===== config.mk =====
export PLATFORM = sky130hd
export DESIGN_NAME = bias_scale_act_pipe
export DESIGN_NICKNAME = d
export VERILOG_FILES = /design/src/rtl/conv_pkg.sv /design/src/rtl/requant_coef_tbl.sv /design/src/rtl/bias_scale_act_pipe.sv
export SDC_FILE = /design/constraint.sdc
export NUM_CORES = 2
export LEC_CHECK = 0
export ABC_AREA = 1
export BUFFER_PORTS_ARGS = -buffer_cell sky130_fd_sc_hd__buf_4
export CORE_MARGIN = 1.5
export CORE_UTILIZATION = 58
export DETAILED_ROUTE_END_ITERATION = 16
export GPL_ROUTABILITY_DRIVEN = 1
export PLACE_DENSITY = 0.77
export SLEW_MARGIN = 0
export SYNTH_ARGS = -nofsm -noshare
export SYNTH_HDL_FRONTEND = slang
export SYNTH_SLANG_ARGS = --single-unit

===== constraint.sdc =====
create_clock -name clk -period 5.7 [get_ports clk]
set_input_delay 0.57 -clock clk [delete_from_list [all_inputs] [get_ports clk]]
set_output_delay 0.57 -clock clk [all_outputs]
set_load 0.005 [all_outputs]

===== src/rtl/conv_pkg.sv =====
// conv_pkg: activation modes and requantisation helpers shared by the requant blocks
package conv_pkg;
  typedef enum logic [1:0] {
    ACT_NONE = 2'd0,
    ACT_RELU = 2'd1,
    ACT_CLIP = 2'd2
  } act_mode_e;

  // Half-LSB offset added before dropping frac fractional bits (round half up)
  function automatic logic signed [63:0] rnd_ofs(input int frac);
    return (frac > 0) ? (64'sd1 <<< (frac - 1)) : 64'sd0;
  endfunction

  // Largest value representable in a w-bit two's complement word
  function automatic logic signed [63:0] sat_max(input int w);
    return (64'sd1 <<< (w - 1)) - 64'sd1;
  endfunction

  // Smallest value representable in a w-bit two's complement word
  function automatic logic signed [63:0] sat_min(input int w);
    return -(64'sd1 <<< (w - 1));
  endfunction
endpackage


===== src/rtl/requant_coef_tbl.sv =====
// requant_coef_tbl: per-channel bias/scale register file, one write port, one combinational read port
module requant_coef_tbl
  import conv_pkg::*;
#(
  parameter int NUM_CH      = 16,
  parameter int BIAS_WIDTH  = 32,
  parameter int SCALE_WIDTH = 16,
  localparam int CH_W       = $clog2(NUM_CH)
) (
  input  logic                   clk,
  input  logic                   rst_n,
  input  logic                   we,
  input  logic [CH_W-1:0]        waddr,
  input  logic [BIAS_WIDTH-1:0]  wbias,
  input  logic [SCALE_WIDTH-1:0] wscale,
  input  logic [CH_W-1:0]        raddr,
  output logic [BIAS_WIDTH-1:0]  rbias,
  output logic [SCALE_WIDTH-1:0] rscale
);
  logic [BIAS_WIDTH-1:0]  bias_mem  [NUM_CH];
  logic [SCALE_WIDTH-1:0] scale_mem [NUM_CH];

  // Table storage; a write lands at the edge, so a same-cycle read still sees the old entry
  always_ff @(posedge clk or negedge rst_n)
    if (!rst_n) begin
      for (int i = 0; i < NUM_CH; i++) begin
        bias_mem[i]  <= '0;
        scale_mem[i] <= '0;
      end
    end else if (we) begin
      bias_mem[waddr]  <= wbias;
      scale_mem[waddr] <= wscale;
    end

  assign rbias  = bias_mem[raddr];
  assign rscale = scale_mem[raddr];
endmodule


===== src/rtl/bias_scale_act_pipe.sv =====
// bias_scale_act_pipe: per-channel bias add, Q-format scale, round, activation and saturation
module bias_scale_act_pipe
  import conv_pkg::*;
#(
  parameter int DATA_WIDTH  = 32,
  parameter int BIAS_WIDTH  = 32,
  parameter int SCALE_WIDTH = 16,
  parameter int FRAC_BITS   = 8,
  parameter int OUT_WIDTH   = 8,
  parameter int NUM_CH      = 16,
  localparam int CH_W       = $clog2(NUM_CH)
) (
  input  logic                        clk,
  input  logic                        rst_n,
  input  logic                        ch_clr,
  input  logic [CH_W:0]               cfg_num_ch,
  input  logic [1:0]                  cfg_mode,
  input  logic [OUT_WIDTH-1:0]        cfg_clip,
  input  logic                        cfg_we,
  input  logic [CH_W-1:0]             cfg_addr,
  input  logic [BIAS_WIDTH-1:0]       cfg_bias,
  input  logic [SCALE_WIDTH-1:0]      cfg_scale,
  input  logic                        valid_in,
  output logic                        ready_out,
  input  logic [DATA_WIDTH-1:0]       data_in,
  output logic                        valid_out,
  input  logic                        ready_in,
  output logic signed [OUT_WIDTH-1:0] data_out,
  output logic [CH_W-1:0]             ch_out,
  output logic                        last_out
);
  localparam int PW = DATA_WIDTH + 1 + SCALE_WIDTH;
  localparam logic signed [PW-1:0] RND  = PW'(rnd_ofs(FRAC_BITS));
  localparam logic signed [PW-1:0] MAXV = PW'(sat_max(OUT_WIDTH));
  localparam logic signed [PW-1:0] MINV = PW'(sat_min(OUT_WIDTH));
  localparam logic [CH_W:0]        ONE  = 1;
  localparam logic [CH_W-1:0]      CH1  = 1;

  logic                          en0, en1, en2, en3, acc;
  logic                          v0, v1, v2;
  logic [CH_W-1:0]               ch_q, ch_cur, ch_nxt;
  logic                          last_cur;
  logic [BIAS_WIDTH-1:0]         tbl_bias;
  logic [SCALE_WIDTH-1:0]        tbl_scale;
  logic [DATA_WIDTH-1:0]         d0;
  logic [BIAS_WIDTH-1:0]         b0;
  logic signed [SCALE_WIDTH-1:0] k0, k1;
  logic [CH_W-1:0]               c0, c1, c2;
  logic                          l0, l1, l2;
  logic signed [DATA_WIDTH:0]    sum1;
  logic signed [PW-1:0]          prod2, r, hi, lo, clip_v, res;

  // A stage may load when it is empty or its content moves on this edge
  assign en3       = !valid_out || ready_in;
  assign en2       = !v2 || en3;
  assign en1       = !v1 || en2;
  assign en0       = !v0 || en1;
  assign ready_out = en0;
  assign acc       = valid_in && en0;

  // ch_clr on an accept cycle makes this sample channel 0; out-of-range counts wrap on the next accept
  assign ch_cur   = ch_clr ? '0 : ch_q;
  assign last_cur = {1'b0, ch_cur} == cfg_num_ch - ONE;
  assign ch_nxt   = ({1'b0, ch_cur} >= cfg_num_ch - ONE) ? '0 : ch_cur + CH1;

  requant_coef_tbl #(
    .NUM_CH     (NUM_CH),
    .BIAS_WIDTH (BIAS_WIDTH),
    .SCALE_WIDTH(SCALE_WIDTH)
  ) u_tbl (
    .clk   (clk),
    .rst_n (rst_n),
    .we    (cfg_we),
    .waddr (cfg_addr),
    .wbias (cfg_bias),
    .wscale(cfg_scale),
    .raddr (ch_cur),
    .rbias (tbl_bias),
    .rscale(tbl_scale)
  );

  // Channel counter steps only on an accepted sample
  always_ff @(posedge clk or negedge rst_n)
    if (!rst_n) ch_q <= '0;
    else if (acc) ch_q <= ch_nxt;
    else if (ch_clr) ch_q <= '0;

  // S0: capture the sample with its channel coefficients
  always_ff @(posedge clk or negedge rst_n)
    if (!rst_n) begin
      v0 <= 1'b0;
      d0 <= '0;
      b0 <= '0;
      k0 <= '0;
      c0 <= '0;
      l0 <= 1'b0;
    end else if (en0) begin
      v0 <= valid_in;
      if (valid_in) begin
        d0 <= data_in;
        b0 <= tbl_bias;
        k0 <= tbl_scale;
        c0 <= ch_cur;
        l0 <= last_cur;
      end
    end

  // S1: bias add one bit wider than the data so it cannot overflow
  always_ff @(posedge clk or negedge rst_n)
    if (!rst_n) begin
      v1   <= 1'b0;
      sum1 <= '0;
      k1   <= '0;
      c1   <= '0;
      l1   <= 1'b0;
    end else if (en1) begin
      v1 <= v0;
      if (v0) begin
        sum1 <= {d0[DATA_WIDTH-1], d0} + {{(DATA_WIDTH + 1 - BIAS_WIDTH){b0[BIAS_WIDTH-1]}}, b0};
        k1   <= k0;
        c1   <= c0;
        l1   <= l0;
      end
    end

  // S2: full-precision signed multiply by the Q-format scale
  always_ff @(posedge clk or negedge rst_n)
    if (!rst_n) begin
      v2    <= 1'b0;
      prod2 <= '0;
      c2    <= '0;
      l2    <= 1'b0;
    end else if (en2) begin
      v2 <= v1;
      if (v1) begin
        prod2 <= PW'(sum1) * PW'(k1);
        c2    <= c1;
        l2    <= l1;
      end
    end

  // Round half up, then clamp to the window chosen by the activation mode
  always_comb begin
    r      = (prod2 + RND) >>> FRAC_BITS;
    clip_v = cfg_clip[OUT_WIDTH-1] ? '0 : PW'(cfg_clip);
    hi     = (cfg_mode == ACT_CLIP) ? clip_v : MAXV;
    lo     = (cfg_mode == ACT_RELU || cfg_mode == ACT_CLIP) ? '0 : MINV;
    res    = (r > hi) ? hi : (r < lo) ? lo : r;
  end

  // S3: output register, held while downstream stalls
  always_ff @(posedge clk or negedge rst_n)
    if (!rst_n) begin
      valid_out <= 1'b0;
      data_out  <= '0;
      ch_out    <= '0;
      last_out  <= 1'b0;
    end else if (en3) begin
      valid_out <= v2;
      if (v2) begin
        data_out <= res[OUT_WIDTH-1:0];
        ch_out   <= c2;
        last_out <= l2;
      end
    end
endmodule

# ---- Yosys cells after proc, flatten, opt, wreduce, memory -nomap -nowiden
# Cells that the tools add are included.
dict set report op_classes {
  n_addsub 4
  n_mul 1
  order_cmp 6
  eq_ne 3
  n_mux 20
  bitwise 2
  reduce_logical 15
}
# operator count
set ops {}
lappend ops {{$bwmux 512} 1}
lappend ops {{$bwmux 256} 1}
lappend ops {{$bmux 32 s4} 1}
lappend ops {{$demux 32 s4} 1}
lappend ops {{$mux 32} 3}
lappend ops {{$bmux 16 s4} 1}
lappend ops {{$demux 16 s4} 1}
lappend ops {{$add 49x9->49 const B} 1}
lappend ops {{$lt 41x49->1} 1}
lappend ops {{$mul 33x16->49} 1}
lappend ops {{$mux 49} 1}
lappend ops {{$mux 16} 3}
lappend ops {{$gt 41x8->1} 1}
lappend ops {{$add 32x32->33} 1}
lappend ops {{$mux 8} 2}
lappend ops {{$mux 7} 2}
lappend ops {{$mux 4} 3}
lappend ops {{$ge 5x5->1 const B} 2}
lappend ops {{$not 4->5} 2}
lappend ops {{$reduce_and 2->1} 4}
lappend ops {{$eq 4x5->1} 1}
lappend ops {{$ge 4x5->1} 1}
lappend ops {{$logic_or 1x1->1} 5}
lappend ops {{$lt 5x1->1 const B} 1}
lappend ops {{6 further kinds} 10}
dict set report word_totals {
  register_bits 982
  in_bits 105
  elab_cells 103
}

# ---- Depth between registers and ports, before layout
dict set report logic_depth {
  ltp_word 7
  depth_mapped 30
  mapped_depth_nobuf 28
}

# ---- Hierarchy
# A second synthesis with hierarchy kept.
dict set report hier_totals {
  cells_unflattened 9207
  hier_area_um2 68789.7
}
# mod n_inst cells_per_inst area_per_inst_um2 seq_area_each_um2
set by_module_without_submodules {}
lappend by_module_without_submodules {requant_coef_tbl 1 4973 37085.6 19218.4}
lappend by_module_without_submodules {bias_scale_act_pipe 1 4234 31704.2 5180.0}

# ---- Worst setup path before layout
# No wires, ideal clock.
dict set report synth_timing {
  path_kind {register -> register}
  from {register sum1[5]}
  to {register prod2[38]}
  setup_time_ps 130
  arrival_time_ps 5864
  path_slack_ps -294
  stages_incl_launch_ff 29
  path_buffers 2
  period_less_slack_ps 5994
  path_cell_list {dfrtp_1 > clkbuf_1 > clkbuf_1 > nand2_1 > fa_1 > inv_1 > fa_1 > inv_1 > fa_1 > inv_1 > fa_1 > fa_1 > inv_1 > fa_1 > inv_1 > ha_1 > nand2_1 > nor2_1 > inv_1 > nor2_1 > inv_1 > nor4_1 > a21oi_1 > o21ai_0 > nand2_1 > nand2_1 > nand2_1 > nand3_1 > o21ai_0}
}
dict set report synth_between {
  elab_chain_len 1
}
# element line
set synth_lines {}
lappend synth_lines {{from (decl)} bias_scale_act_pipe.sv:50} ;# logic signed [DATA_WIDTH:0] sum1;
lappend synth_lines {{from (signal assigned)} bias_scale_act_pipe.sv:119} ;# sum1 <= {d0[DATA_WIDTH-1], d0} + {{(DATA_WIDTH + 1 - BIAS_WIDTH){b0[BIAS_WIDTH-1]}}, b0};
lappend synth_lines {{$mul 33x16->49} bias_scale_act_pipe.sv:136} ;# prod2 <= PW'(sum1) * PW'(k1);
lappend synth_lines {{to (signal assigned)} bias_scale_act_pipe.sv:136}
lappend synth_lines {{to (decl)} bias_scale_act_pipe.sv:51} ;# logic signed [PW-1:0] prod2, r, hi, lo, clip_v, res;
# Every way passes these cells.
# A chain may end at the register's enable or synchronous reset.

# ---- Final worst setup path
dict set report layout_timing {
  from {register k1[4]}
  to {register prod2[40]}
}
dict set report layout_between {
  elab_chain_len 1
}
# element line
set layout_lines {}
lappend layout_lines {{from (decl)} bias_scale_act_pipe.sv:47} ;# logic signed [SCALE_WIDTH-1:0] k0, k1;
lappend layout_lines {{from (signal assigned)} bias_scale_act_pipe.sv:120} ;# k1 <= k0;
lappend layout_lines {{$mul 33x16->49} bias_scale_act_pipe.sv:136}
# Every way passes these cells.

==> out/metrics.cfg <==
[status]
outcome = finished, violations left
violations = negative setup slack

[sta]
rsz0062_at_grt = yes
max_freq_ghz = 0.168
tightestPinTransition_ns = 1.20
slew_violations = 0
fin_crit_ns = 5.94
finalSetupViolCount = 33
relSlewSlack = 0.202
min_period_over_period = 1.04
setup_slack_ns = -0.239
hold_violations = 0
fin_skew_ns = 0.0424

[placement]
dp.cells = 9441
place_ws_ns = -0.592
routabilityCongestion = 0.965
hpwl_um = 124000
portBuffers = 119
post_dp_cell_area_um2 = 69000

[cts]
clk_latency_ns = 0.72
htreeDepth = 3
clockRootBuffer = clkbuf_16
cts_made_buffers = 102
cts.sinks = 975
cts_tree = built
clk_pin_slew_ns = 0.06
max-clock-path-buffers = 3

[worst_setup_path]
setup.worst_path.end = prod2[40]
r2r_start = k1[4]
worstPathRequired_ns = 6.27
r2r_setup_slack_ns = -0.24
cp-start-kind = flop
cp_common_cell = fa_1
reg2reg_to = prod2[40]
r2r_cells = 28
critical-path-max-stage-delay_ns = 0.56
path_class = flop to flop
cpMaxStageDelayCell = fa_1
crit_path_max_fanout = 6
end_kind = flop
worstPathArrival_ns = 6.51
crit_start = k1[4]

[die]
dieArea_um2 = 114000
core-area_um2 = 111000
fp.dieW_um = 337
die_y_um = 337
start_util = 0.585
io_pins = 120
num_rows = 122

[logic_synthesis]
ys_seq_elements = 975
synth_nets = 8777
yosysTopAreaCellShare = 0.377
synth_area_leaders = dfrtp_1, fa_1, nand2_1
yosysUniqueCellTypes = 53
ys.flop_type = dfrtp_1
synth-edff-count = 0
synthesis.yosys.warnings = 0
synth_area_um2 = 64700
synth_cells = 7979
synth_area_per_cell_um2 = 8.11
async_reset_ff_frac = 1.00
ys_seq_area_frac = 0.377
synth.largest_area_cell = dfrtp_1

[job]
drv_cap = 0

[layout]
nets = 8926
stdcell_count = 9702
drive_gt1_frac = 0.149
fillers = 8637
antenna_cells = 0
design_area_um2 = 75200
fin_util = 0.679
area_delta_synth_final_pct = 16.2

[global_routing]
grt-ovfl-total = 0
antenna_found_initial = 2
grt_pass1_wl_um = 305000
grt_max_degree = 203
grt_usage = 0.341
grt_pass1_vias = 56300

[detailed_routing]
ant_nets = 0
num_vias = 56800
firstDrtPassIters = 6
wl_um = 194000
drc = 0
routedWlPerCell_um = 20.0
drt_iter0_markers = 5931
avgViaCountPerCell = 5.85

[min_path]
hp-class = input pin to flop

-- cells in the mapped netlist, types with 63 or more instances --
| master | n |
|---|---|
| nor2_1 | 645 |
| o22ai_1 | 96 |
| a21oi_1 | 140 |
| fa_1 | 500 |
| nand2_1 | 1940 |
| inv_1 | 1015 |
| o211ai_1 | 98 |
| ha_1 | 193 |
| clkbuf_1 | 493 |
| o21ai_0 | 1303 |
| o221ai_1 | 97 |
| a31oi_1 | 63 |
| dfrtp_1 | 975 |
| nand3_1 | 120 |
-- flip-flops by register name (all words and copies together), names as in the netlist, 4 cells and up --
name,cells
u_tbl.bias_mem,512
u_tbl.scale_mem,256
prod2,42
sum1,33
b0,32
d0,32
k0,16
k1,16
data_out,8
c0,4
c1,4
c2,4
ch_out,4
ch_q,4
-- worst max-delay path: cells and delay by family (launching register included) --
family | cells | cell delay, ns
and+or+nand+nor | 9 | 0.80
adders and majority gates | 7 | 3.36
DFF | 1 | 0.44
AOI/OAI and AO/OA | 2 | 0.36
buffers and inverters | 10 | 0.81
-- layout by cell type, fill, tap and decap left out, drive strengths merged, types with 10 or more instances in the layout --
cell type,netlist,layout
a21oi,140,140
a31oi,63,63
buf,40,574
clkbuf,494,157
clkinv,7,29
dfrtp,975,975
fa,500,500
ha,193,193
inv,1021,1026
nand2,1956,1956
nand3,123,123
nand4,31,31
nor2,672,672
nor3,20,20
o211ai,98,98
o21ai,1309,1309
o21bai,10,10
o221ai,97,97
o22ai,96,96
or2,30,30
xnor2,30,30
xor2,26,26
-- what timing repair did --
action | 4_1_cts | 5_1_grt
hold buffers | 1 | 0
endpoints found under the hold margin | 71 | 0
setup endpoints to repair | 35 | 37
gates resized for setup | 300 | 248
pin swaps | 73 | 91
setup buffers | 37 | 31
gates cloned | 2 | 4
-- worst min path at each step --
stage,from,endpoint,slack (ns),depth (start not counted)
floorplan,rst_n,b0[0],0.27,0
global placement,v2,valid_out,0.45,2
detailed placement,v2,valid_out,0.46,2
CTS,data_in[0],d0[0],0.06,3
global route,data_in[0],d0[0],0.10,3
finish,data_in[0],d0[0],0.07,3
-- layer usage --
layer / wire length (µm) / share of wire / track usage / vias up
li1: - / - / - / 25700
met1: 76400 / 0.39 / 0.450 / 27800
met2: 92300 / 0.47 / 0.560 / 2702
met3: 17100 / 0.088 / 0.0609 / 571
met5: 13 / 0.000067 / 0 / -
met4: 8670 / 0.045 / 0.138 / 2
-- through the flow --
| step | hold slack [ns] | TNS, ns |
|---|---|---|
| 3_3_place_gp | 0.454 | -8.72 |
| 6_report | 0.0705 | -4.17 |
| 5_1_grt | 0.100 | -10.39 |
| 2_1_floorplan | 0.274 | 0 |
| 4_1_cts | 0.0611 | -1.56 |
| 3_5_place_dp | 0.461 | -10.86 |
-- kinds of logic (layout without fill, tap and decap cells) --
group | after synthesis | count (layout) | share of synthesized area
AOI/OAI and AO/OA | 1846 | 1846 | 0.157
xor gates and xnor gates | 56 | 56 | 0.00758
buffers and inverters | 1562 | 1797 | 0.0908
DFF | 975 | 975 | 0.377
adders and majority gates | 693 | 693 | 0.192
and+or+nand+nor | 2847 | 2847 | 0.175
-- cell type report --
class	instances	area, µm²	share of cell area
sequential	975	24400	0.325
clock buffer	153	3100	0.0412
clock inverter	37	457	0.00607
inverter	1028	3870	0.0515
multi-input combinational	5442	36400	0.484
tap	1488	1860	0.0248
timing repair buffer	579	5110	0.0680
Power is not shown: default switching activity piles up to over one toggle a cycle in this logic, so the estimate is an artifact.
